===== config.mk =====
export PLATFORM = sky130hd
export DESIGN_NAME = din_debounce
export DESIGN_NICKNAME = d
export VERILOG_FILES = /design/src/rtl/din_debounce_pkg.sv /design/src/rtl/din_debounce_sync.sv /design/src/rtl/din_debounce.sv
export SDC_FILE = /design/constraint.sdc
export NUM_CORES = 1
export LEC_CHECK = 0
export CELL_PAD_IN_SITES_DETAIL_PLACEMENT = 0
export CELL_PAD_IN_SITES_GLOBAL_PLACEMENT = 1
export CORE_AREA = 8 8 45 47
export DETAILED_ROUTE_END_ITERATION = 8
export DIE_AREA = 0 0 53 55
export MAX_ROUTING_LAYER = met4
export PLACE_DENSITY = 0.44
export SKIP_CTS_REPAIR_TIMING = 1
export SYNTH_ARGS = -nofsm -noshare
export SYNTH_HDL_FRONTEND = slang
export SYNTH_SLANG_ARGS = --single-unit

===== constraint.sdc =====
create_clock -name clk -period 1.8 [get_ports clk]
set_input_delay 0.18 -clock clk [delete_from_list [all_inputs] [get_ports clk]]
set_output_delay 0.18 -clock clk [all_outputs]
set_load 0.02 [all_outputs]

===== src/rtl/din_debounce_pkg.sv =====
// din_debounce_pkg: shared FSM state encoding and synchronizer depth for din_debounce
package din_debounce_pkg;
  typedef enum logic [1:0] {ST_LO, ST_CHK_HI, ST_HI, ST_CHK_LO} db_state_t;
  localparam int SYNC_STAGES = 2;
endpackage


===== src/rtl/din_debounce_sync.sv =====
// sync_2ff: reset-preloaded flop chain bringing an asynchronous level into the clk domain
module sync_2ff
  import din_debounce_pkg::*;
#(
  parameter logic RST_VAL = 1'b0
) (
  input  logic clk,
  input  logic rst,
  input  logic d,
  output logic q
);
  logic [SYNC_STAGES-1:0] ff;
  always_ff @(posedge clk or posedge rst)
    if (rst) ff <= {SYNC_STAGES{RST_VAL}};
    else ff <= {ff[SYNC_STAGES-2:0], d};
  assign q = ff[SYNC_STAGES-1];
endmodule


===== src/rtl/din_debounce.sv =====
// din_debounce: filters a bouncy level into a clean registered dout plus a one-cycle chg strobe
// Define DIN_DEBOUNCE_SYNC_EN to put a 2-FF synchronizer in front of the FSM.
module din_debounce
  import din_debounce_pkg::*;
#(
  parameter int   STABLE_CYCLES = 4,
  parameter logic RST_VAL       = 1'b0
) (
  input  logic clk,
  input  logic rst,
  input  logic din_raw,
  output logic dout,
  output logic chg
);
  localparam int CW = $clog2(STABLE_CYCLES + 1);
  localparam logic [CW-1:0] LAST = CW'(STABLE_CYCLES - 1);
  localparam bit ONE = (STABLE_CYCLES == 1);
  if (STABLE_CYCLES < 1) begin : g_bad_cycles
    $error("din_debounce: STABLE_CYCLES must be at least 1");
  end
  logic s, done, dout_nxt;
  logic [CW-1:0] cnt, cnt_nxt;
  db_state_t state, st_nxt;
`ifdef DIN_DEBOUNCE_SYNC_EN
  sync_2ff #(.RST_VAL(RST_VAL)) u_sync (.clk(clk), .rst(rst), .d(din_raw), .q(s));
`else
  assign s = din_raw;
`endif
  always_ff @(posedge clk or posedge rst)
    if (rst) begin
      state <= RST_VAL ? ST_HI : ST_LO;
      cnt   <= '0;
      dout  <= RST_VAL;
      chg   <= 1'b0;
    end else begin
      state <= st_nxt;
      cnt   <= cnt_nxt;
      dout  <= dout_nxt;
      chg   <= dout_nxt != dout;
    end
  // a revert in a CHK state beats a completing count on the same edge
  always_comb begin
    done = cnt == LAST;
    case (state)
      ST_LO:     st_nxt = s ? (ONE ? ST_HI : ST_CHK_HI) : ST_LO;
      ST_CHK_HI: st_nxt = !s ? ST_LO : done ? ST_HI : ST_CHK_HI;
      ST_HI:     st_nxt = !s ? (ONE ? ST_LO : ST_CHK_LO) : ST_HI;
      default:   st_nxt = s ? ST_HI : done ? ST_LO : ST_CHK_LO;
    endcase
  end
  always_comb begin
    cnt_nxt  = (st_nxt == ST_CHK_HI || st_nxt == ST_CHK_LO) ? cnt + 1'b1 : '0;
    dout_nxt = st_nxt == ST_HI || st_nxt == ST_CHK_LO;
  end
endmodule


==> impl_metrics.yaml <==
outcome:
  status: "finished clean"
run:
  cap_viol_max_count: 0
routing:
  wl_microns: 477
  via_per_inst: 3.77
  antenna_left: 0
  wl_per_cell_microns: 10.1
  drtPass1Iterations: 3
  drt-initial-drc-count: 2
  vias: 177
  drc: 0
die:
  die_w_microns: 53
  coreArea_sq_um: 1380
  die_area_sq_um: 2920
  num_rows: 14
  die_h_microns: 55
  io_pins: 5
  initial_core_util: 0.213
sta:
  max_slew_margin: 0.823
  drv_slew: 0
  fin_skew_ps: 0.249
  grt_setup_unrepaired: "no"
  worst_pin_slew_ps: 265
  finalCritPeriodShare: 0.810
  setup_viol: 0
  hold_viol_final: 0
  tns_ps: 0
  fmax_ghz: 0.686
  min_period_ps: 1460
power:
  combPwrFrac: 0.349
  swShare: 0.323
  internal_power_uw: 428
  p_sw_uw: 205
  clockPowerShare: 0.224
  pwr-share-seq: 0.427
  finalPower_uw: 633
  ir_worst_vdd_v: 0.000495
  leakage_uw: 0.000188
  powerDensity_nw_per_um2: 1660
worst_setup_path:
  worst_setup_path_end_kind: "register"
  worstPathRequired_ps: 1930
  ff2ff_setup_slack_ps: 340
  rr_worst_depth: 5
  crit_start: "cnt[0]"
  r2r-end: "chg"
  crit_arrival_ps: 1590
  crit_fanout: 2
  critPathLaunchType: "register"
  timing.rr.start: "cnt[0]"
  critPathKind: "register to register"
cts:
  cts_tree: "yes"
  cts_sinks: 7
  root_buffer: "clkbuf_4"
  cts_buffers: 3
  cts.clk_slew.worst_paths_ps: 50
  clkLatencyLatePin_ps: 250
  clk_path_buf_depth: 2
  h-tree-depth: 1
yosys:
  ys_types: 10
  synthTopCellsByCount: "7 x dfrtp_1, 3 x ha_1, 3 x inv_1"
  syn_area_per_cell_sq_um: 12.8
  synth.most_common_cell: "dfrtp_1"
  synth_top_area_cell: "dfrtp_1"
  ys_seq_elements: 7
  synthArstFlopShare: 1.00
  yosys-top-cells-area: "dfrtp_1 59%, ha_1 13%, xor2_1 5.9%, mux2_4 5.1%, inv_1 3.8%"
  syn_nets: 29
  synth-seq-area-share: 0.593
  synth_top_area_share: 0.593
  syn_area_sq_um: 295
  synth-edff-count: 0
  synth_cells: 23
  ys.flop_type: "dfrtp_1"
  yosysWarnings: 0
layout:
  fillerInstances: 144
  finish.net_count: 38
  antennaDiodeCount: 0
  final_cells: 47
  layout-drive-gt1-share: 0.194
  syn_to_final_growth_pct: 29.2
global_routing:
  antenna_found_initial: 0
  grt_pass1_vias: 203
  grt_max_degree: 8
  grt_usage: 0.0430
  grt_first_pass_wirelength_microns: 821
  grt_overflow_total: 0
place:
  routabilityCongestion: 0.615
  dp.cells: 43
  dp_hpwl_microns: 382
  portBuffers: 4
hold_path:
  hold_class: "input port to asynchronous set/reset pin"
sequential cells by signal, summed over array words and instances (netlist names):
name / count
chg: 1
cnt: 3
dout: 1
state: 2
worst max-delay path by stage:
stage,to
global route,chg
detailed placement,chg
floorplan,chg
finish,chg
CTS,chg
global placement,chg
cell usage in the layout, fill, tap and decap left out, drive strengths merged:
| cell type | netlist | final |
|---|---|---|
| dfrtp | 7 | 7 |
| clkdlybuf4s50 | 0 | 4 |
| clkbuf | 0 | 4 |
| inv | 3 | 3 |
| ha | 3 | 3 |
| nand2 | 3 | 3 |
| xor2 | 2 | 2 |
| nor2 | 2 | 2 |
| mux2 | 2 | 2 |
| and3 | 1 | 1 |
stage by stage:
step                      setup WS [ps]  hold slack [ps]  utilization  instance area [sq um]
after floorplan                     409            -16.6            -                    295
after global placement              374              421        0.257                    355
after detailed placement            345              436        0.257                    355
after CTS                           336              168        0.276                    382
after global routing                312              191        0.276                    382
final                               342              156        0.276                    382
critical path: stages, from the launching register on:
cell	delay (ps)
dfrtp_1	380
ha_1	220
ha_1	190
nand2_2	90
mux2_4	310
xor2_1	140
power by group through the flow:
stage                     clock network, uW  registers (uW)  logic [uW]
after floorplan                           0             295         117
after global placement                    0             269         220
after detailed placement                  0             275         222
after CTS                               149             273         225
after global routing                    157             280         247
final                                   142             270         221
cell families (layout without fill, tap and decap cells):
group	Yosys count	after routing	synth area share
flops	7	7	0.593
simple gates	6	6	0.0933
fa+ha+maj	3	3	0.127
buf+inv	3	11	0.0381
xor+xnor	2	2	0.0593
mux	2	2	0.0890
layout make-up:
type	count	area [sq um]	area share
inverters	3	11.3	0.0295
repair buffers	4	40.0	0.105
multi-input cells	13	109	0.285
flip-flops and latches	7	175	0.459
clock buffers	4	26.3	0.0689
well taps	16	20.0	0.0525
layer usage:
layer,up-vias,track usage,share of wire
met1,87,0.0492,0.48
met4,0,0.0517,0
met2,3,0.0508,0.48
met3,0,0.0160,0.040
li1,87,-,-
met5,-,-,0
No activity file was read; power rests on OpenSTA's default activity.
